**config.mk**
```make
export PLATFORM = sky130hd
export DESIGN_NAME = fft_stage_ctrl
export DESIGN_NICKNAME = d
export VERILOG_FILES = /design/src/rtl/fft_pkg.sv /design/src/rtl/fft_bfly_addr_gen.sv /design/src/rtl/fft_stage_ctrl.sv
export SDC_FILE = /design/constraint.sdc
export NUM_CORES = 1
export LEC_CHECK = 0
export BUFFER_PORTS_ARGS = -buffer_cell sky130_fd_sc_hd__buf_2
export CAP_MARGIN = 20
export CORE_ASPECT_RATIO = 1.2
export CORE_MARGIN = 10
export CORE_UTILIZATION = 48
export DETAILED_ROUTE_END_ITERATION = 10
export PLACE_DENSITY = 0.71
export SYNTH_ARGS = -nofsm -noshare
export SYNTH_HDL_FRONTEND = slang
export SYNTH_SLANG_ARGS = --single-unit
```
**constraint.sdc**
```tcl
create_clock -name clk -period 3.2 [get_ports clk]
set_input_delay 0.8 -clock clk [delete_from_list [all_inputs] [get_ports clk]]
set_output_delay 0.8 -clock clk [all_outputs]
set_load 0.05 [all_outputs]
```
**src/rtl/fft_pkg.sv**
```systemverilog
// fft_pkg: shared defaults, FSM state type and address helper for the FFT
// stage sequencer.
//   FFT_N / FFT_LOG2N / FFT_BFLY_LAT : default transform length, address
//                                      width and butterfly latency
//   fsm_state_t                      : sequencer states
//   span_mask(s)                     : (1 << s) - 1, low-bit mask of a stage span
package fft_pkg;

   localparam int FFT_N        = 8;
   localparam int FFT_LOG2N    = 3;
   localparam int FFT_BFLY_LAT = 2;

   typedef enum logic [1:0] {
      IDLE   = 2'd0,
      RUN    = 2'd1,
      DRAIN  = 2'd2,
      FINISH = 2'd3
   } fsm_state_t;

   function automatic int unsigned span_mask(input int unsigned s);
      return (32'd1 << s) - 32'd1;
   endfunction

endpackage

```
**src/rtl/fft_bfly_addr_gen.sv**
```systemverilog
// fft_bfly_addr_gen: combinational radix-2 DIT butterfly address generator.
//   stage   in  LOG2N    stage index s
//   j       in  LOG2N-1  butterfly index within the stage
//   addr_a  out LOG2N    upper input address
//   addr_b  out LOG2N    lower input address (addr_a + span)
//   tw_addr out LOG2N-1  twiddle ROM index
module fft_bfly_addr_gen
   import fft_pkg::*;
#(
   parameter int LOG2N = FFT_LOG2N
) (
   input  logic [LOG2N-1:0] stage,
   input  logic [LOG2N-2:0] j,
   output logic [LOG2N-1:0] addr_a,
   output logic [LOG2N-1:0] addr_b,
   output logic [LOG2N-2:0] tw_addr
);

   localparam int unsigned AW   = LOG2N;
   localparam int unsigned TW_W = LOG2N - 1;

   int unsigned s_i;
   int unsigned j_i;
   int unsigned span_i;
   int unsigned mask_i;
   int unsigned a_i;
   int unsigned tw_i;

   always_comb begin
      s_i    = 32'(stage);
      j_i    = 32'(j);
      span_i = 32'd1 << s_i;
      mask_i = span_mask(s_i);
      // Insert a zero at bit position s of j: groups of 'span' butterflies
      // are spaced 2*span apart.
      a_i    = ((j_i >> s_i) << (s_i + 32'd1)) | (j_i & mask_i);
      tw_i   = (j_i & mask_i) << (AW - 32'd1 - s_i);
      addr_a  = AW'(a_i);
      addr_b  = AW'(a_i + span_i);
      tw_addr = TW_W'(tw_i);
   end

endmodule

```
**src/rtl/fft_stage_ctrl.sv**
```systemverilog
// fft_stage_ctrl: in-place radix-2 DIT FFT stage sequencer over ping-pong banks.
//   clk, rst_n      clock / async active-low reset
//   start           one-cycle request, accepted only in IDLE
//   busy, done      run indicator / one-cycle completion pulse
//   rd_en, rd_bank, rd_addr_a, rd_addr_b, tw_addr   butterfly read side
//   wr_en, wr_bank, wr_addr_a, wr_addr_b            write side, BFLY_LAT later
//   stage           current read stage
//   result_bank     bank holding the final output
//
// state  | meaning
// IDLE   | waiting for start
// RUN    | one butterfly read per cycle, j = 0..N/2-1
// DRAIN  | BFLY_LAT cycles with no reads while the write pipe empties
// FINISH | done pulse, back to IDLE
module fft_stage_ctrl
   import fft_pkg::*;
#(
   parameter int N        = FFT_N,
   parameter int LOG2N    = FFT_LOG2N,
   parameter int BFLY_LAT = FFT_BFLY_LAT
) (
   input  logic             clk,
   input  logic             rst_n,
   input  logic             start,
   output logic             busy,
   output logic             done,
   output logic             rd_en,
   output logic             rd_bank,
   output logic [LOG2N-1:0] rd_addr_a,
   output logic [LOG2N-1:0] rd_addr_b,
   output logic [LOG2N-2:0] tw_addr,
   output logic             wr_en,
   output logic             wr_bank,
   output logic [LOG2N-1:0] wr_addr_a,
   output logic [LOG2N-1:0] wr_addr_b,
   output logic [LOG2N-1:0] stage,
   output logic             result_bank
);

   localparam int J_W   = LOG2N - 1;
   localparam int TMR_W = (BFLY_LAT < 2) ? 1 : $clog2(BFLY_LAT);

   localparam logic [J_W-1:0]   J_LAST     = J_W'(N / 2 - 1);
   localparam logic [LOG2N-1:0] STAGE_LAST = LOG2N'(LOG2N - 1);
   localparam logic [TMR_W-1:0] TMR_LOAD   = TMR_W'(BFLY_LAT - 1);
   localparam logic             RES_BANK   = 1'(LOG2N % 2);

   fsm_state_t state_q, state_d;

   logic [J_W-1:0]   j_q;
   logic [LOG2N-1:0] stage_q;
   logic [TMR_W-1:0] tmr_q;
   logic             result_bank_q;

   logic j_last, drain_end, stage_last;

   logic [LOG2N-1:0] gen_a, gen_b;
   logic [LOG2N-2:0] gen_tw;
   logic [LOG2N-1:0] hold_a, hold_b;
   logic [LOG2N-2:0] hold_tw;

   logic             pipe_en   [BFLY_LAT];
   logic             pipe_bank [BFLY_LAT];
   logic [LOG2N-1:0] pipe_a    [BFLY_LAT];
   logic [LOG2N-1:0] pipe_b    [BFLY_LAT];

   assign j_last     = (j_q == J_LAST);
   assign drain_end  = (tmr_q == '0);
   assign stage_last = (stage_q == STAGE_LAST);

   always_ff @(posedge clk or negedge rst_n) begin
      if (!rst_n) state_q <= IDLE;
      else        state_q <= state_d;
   end

   always_comb begin
      state_d = state_q;
      unique case (state_q)
         IDLE:    if (start) state_d = RUN;
         RUN:     if (j_last) state_d = DRAIN;
         DRAIN:   if (drain_end) state_d = stage_last ? FINISH : RUN;
         FINISH:  state_d = IDLE;
         default: state_d = IDLE;
      endcase
   end

   always_comb begin
      rd_en = 1'b0;
      busy  = 1'b0;
      done  = 1'b0;
      unique case (state_q)
         RUN:     begin rd_en = 1'b1; busy = 1'b1; end
         DRAIN:   busy = 1'b1;
         FINISH:  done = 1'b1;
         default: ;
      endcase
   end

   // Butterfly index, stage index and drain timer.
   always_ff @(posedge clk or negedge rst_n) begin
      if (!rst_n) begin
         j_q           <= '0;
         stage_q       <= '0;
         tmr_q         <= '0;
         result_bank_q <= 1'b0;
      end else begin
         unique case (state_q)
            IDLE: begin
               if (start) begin
                  stage_q <= '0;
                  j_q     <= '0;
               end
            end
            RUN: begin
               j_q <= j_q + J_W'(1);
               if (j_last) tmr_q <= TMR_LOAD;
            end
            DRAIN: begin
               if (!drain_end) begin
                  tmr_q <= tmr_q - TMR_W'(1);
               end else if (stage_last) begin
                  result_bank_q <= RES_BANK;
               end else begin
                  stage_q <= stage_q + LOG2N'(1);
                  j_q     <= '0;
               end
            end
            default: ;
         endcase
      end
   end

   fft_bfly_addr_gen #(.LOG2N(LOG2N)) u_addr_gen (
      .stage   (stage_q),
      .j       (j_q),
      .addr_a  (gen_a),
      .addr_b  (gen_b),
      .tw_addr (gen_tw)
   );

   // Read-side addresses hold their last issued value between reads.
   always_ff @(posedge clk or negedge rst_n) begin
      if (!rst_n) begin
         hold_a  <= '0;
         hold_b  <= '0;
         hold_tw <= '0;
      end else if (rd_en) begin
         hold_a  <= gen_a;
         hold_b  <= gen_b;
         hold_tw <= gen_tw;
      end
   end

   assign rd_addr_a   = rd_en ? gen_a  : hold_a;
   assign rd_addr_b   = rd_en ? gen_b  : hold_b;
   assign tw_addr     = rd_en ? gen_tw : hold_tw;
   assign rd_bank     = stage_q[0];
   assign stage       = stage_q;
   assign result_bank = result_bank_q;

   // Write replay pipe; shifts every cycle so the tail of a stage drains
   // during DRAIN and FINISH.
   always_ff @(posedge clk or negedge rst_n) begin
      if (!rst_n) begin
         for (int i = 0; i < BFLY_LAT; i++) begin
            pipe_en[i]   <= 1'b0;
            pipe_bank[i] <= 1'b0;
            pipe_a[i]    <= '0;
            pipe_b[i]    <= '0;
         end
      end else begin
         pipe_en[0]   <= rd_en;
         pipe_bank[0] <= ~rd_bank;
         pipe_a[0]    <= rd_addr_a;
         pipe_b[0]    <= rd_addr_b;
         for (int i = 1; i < BFLY_LAT; i++) begin
            pipe_en[i]   <= pipe_en[i-1];
            pipe_bank[i] <= pipe_bank[i-1];
            pipe_a[i]    <= pipe_a[i-1];
            pipe_b[i]    <= pipe_b[i-1];
         end
      end
   end

   assign wr_en     = pipe_en[BFLY_LAT-1];
   assign wr_bank   = pipe_bank[BFLY_LAT-1];
   assign wr_addr_a = pipe_a[BFLY_LAT-1];
   assign wr_addr_b = pipe_b[BFLY_LAT-1];

endmodule
```
==> flow_summary.json <==
{
  "status": "finished with violations",
  "violations": "negative setup slack",
  "nets": 164,
  "port_buffers": 26,
  "fin_crit_ps": 3570,
  "clkLatencyLatePin_ps": 320,
  "root_buffer": "clkbuf_4",
  "clock.fmax_ghz": 0.280,
  "syn_to_final_growth_pct": 24.1,
  "hold_viol_final": 0,
  "core-area_um2": 2580,
  "vias_per_cell": 5.26,
  "cts.sinks": 27,
  "cp.arrival_ps": 2770,
  "grt_pass1_wl_um": 4750,
  "cp_num_buf_inv": 3,
  "fin_crit_sh_pct": 112,
  "cp-start-kind": "flip-flop",
  "final_common_cell": "dfrtp_1",
  "final_antenna_net_count": 0,
  "synth_top_flop_cell": "dfrtp_1",
  "crit_type": "flip-flop to output port",
  "cts_htree_levels": 1,
  "final_cell_mix": "dfrtp_1, buf_2, buf_4",
  "synthArstFlopShare_pct": 100,
  "fp.dieW_um": 67.8,
  "clockBufferDepth": 2,
  "cp_max_fo": 5,
  "ioPinCount": 27,
  "cts_setup_buffers": 0,
  "cts.reportedPaths.clkPinSlew_ps": 140,
  "rsz0062_at_grt": "yes",
  "drt-total-wl_um": 2800,
  "design_area_um2": 1630,
  "path_cells": "inv_4 -> ha_4 -> nor4_4 -> nand3_1 -> o21ai_2 -> ha_2 -> inv_2 -> fa_2 -> xor2_1 -> xnor2_1 -> a21oi_4 -> buf_6",
  "placed_area_um2": 1580,
  "slowest_delay_ps": 550,
  "cap_violations": 0,
  "crit_path_top_delay_cell": "dfrtp_4",
  "synth-edff-count": 0,
  "ys_types": 35,
  "syn_nets": 127,
  "rows": 20,
  "drive_gt1_share_pct": 40.9,
  "grt_max_degree": 28,
  "place.gp.congestion": 0.815,
  "setup_viol": 2,
  "instances_no_fill": 182,
  "vias": 958,
  "antenna_found_initial": 0,
  "drt-pass1-iter-count": 4,
  "slew_violations": 0,
  "antennaDiodeCount": 0,
  "cp-end-kind": "output port",
  "cts_buffers": 3,
  "worst_pin_slew_ps": 588,
  "ys_seq_elements": 27,
  "hpwlAfterDp_um": 2260,
  "yosysSeqAreaShare_pct": 51.4,
  "grt_pass1_vias": 1027,
  "die_y_um": 77.3,
  "clock-skew-final_ps": 6.10,
  "maxSlewHeadroom_pct": 60.8,
  "timing.hold.ws_ps": 367,
  "syn_avg_cell_area_um2": 11.6,
  "drc": 0,
  "grt_overflow": 0,
  "die_area_um2": 5240,
  "hp-class": "flip-flop to flip-flop",
  "dp.cells": 178,
  "routedWlPerCell_um": 15.4,
  "cts_tree": "done",
  "grt_use_total_pct": 11.2,
  "dr.first_iter.drc_count": 22,
  "syn-cell-area_um2": 1320,
  "setup_slack_ps": -370,
  "cp_data_required_time_ps": 2400,
  "synth_cells": 113,
  "yosys_warnings": 0,
  "critPathTopFamily": "adder cells",
  "initial_core_util_pct": 51.0
}
[kinds of logic after synthesis]
| kind of cell | share of synthesized area (%) |
|---|---|
| fa+ha+maj | 11.0 |
| xor+xnor | 2.66 |
| simple gates | 13.0 |
| buf+inv | 5.04 |
| compound gates | 13.3 |
| flops | 51.4 |
| mux | 3.52 |
[routing by layer]
layer / global-route usage, % / up-vias / part of all wire (%)
li1: - / 457 / -
met1: 12.0 / 474 / 38
met2: 19.4 / 21 / 53
met3: 4.02 / 6 / 7.3
met4: 4.23 / 0 / 1.2
met5: 0 / - / 0
[synthesized netlist by cell type, types with 2 or more instances]
| library cell | number | area [µm²] |
|---|---|---|
| o21ai_2 | 2 | 17.5 |
| nor2b_1 | 3 | 18.8 |
| nand3_1 | 2 | 10.0 |
| inv_1 | 10 | 37.5 |
| a31oi_1 | 3 | 18.8 |
| xnor2_1 | 3 | 26.3 |
| nor3_1 | 2 | 10.0 |
| a32o_1 | 2 | 20.0 |
| o22ai_1 | 2 | 12.5 |
| nor2_1 | 11 | 41.3 |
| mux2i_1 | 2 | 20.0 |
| dfrtp_1 | 27 | 676 |
| ha_1 | 10 | 125 |
| nor2b_4 | 2 | 27.5 |
| nand2_1 | 5 | 18.8 |
| buf_2 | 2 | 10.0 |
| a21oi_1 | 7 | 35.0 |
[timing repair]
item	4_1_cts	5_1_grt
hold buffers	0	0
setup endpoints to repair	2	3
cloned	0	0
pin swaps	2	0
resized for setup	5	2
[worst paths after layout]
check | start | to | slack (ps) | cells after the start
min in group asynchronous | rst_n | pipe_b[4] | 460 | 1
max in group asynchronous | rst_n | stage[0] | 2310 | 1
min | pipe_bank[1] | wr_bank | 370 | 0
max reg2reg | stage[0] | pipe_b[5] | 800 | 11
min reg2reg | pipe_bank[1] | wr_bank | 370 | 0
max | stage[0] | rd_addr_b[2] | -370 | 12
[worst reg2reg max path, delay by kind of cell (launching register included)]
family                   cells  cell delay, ps
AND/OR/NAND/NOR              2             290
AO/OA/AOI/OAI                2             190
flip-flops                   1             550
XOR/XNOR                     2             400
adder cells (fa/ha/maj)      3             730
buffers and inverters        2             120
[layout make-up]
type                    instances  area, µm²
well taps                      33       41.3
fillers                       209        946
repair buffers                 36        216
inverters                      10       40.0
multi-input cells              72        627
clock buffers                   4       26.3
flip-flops and latches         27        681
[registers in the layout, indices dropped and copies added, names as in the netlist]
signal       cells
result_bank      1
state_q          2
j_q              2
wr_en            1
wr_addr_b        3
pipe_en          1
tmr_q            1
stage            3
wr_addr_a        3
wr_bank          1
hold_tw          2
pipe_a           3
pipe_b           3
pipe_bank        1
[per-stage QoR]
step,util (%),setup slack [ps],setup TNS [ps]
2_1_floorplan,-,-58.1,-58.1
3_3_place_gp,61.5,6.99,0
3_5_place_dp,61.5,-101,-101
4_1_cts,63.2,-381,-610
5_1_grt,63.3,-496,-812
6_report,63.3,-370,-594
Power is left out: the tool's default activity adds up to more than one toggle a clock period on the data nets, which glitch-free logic cannot reach.
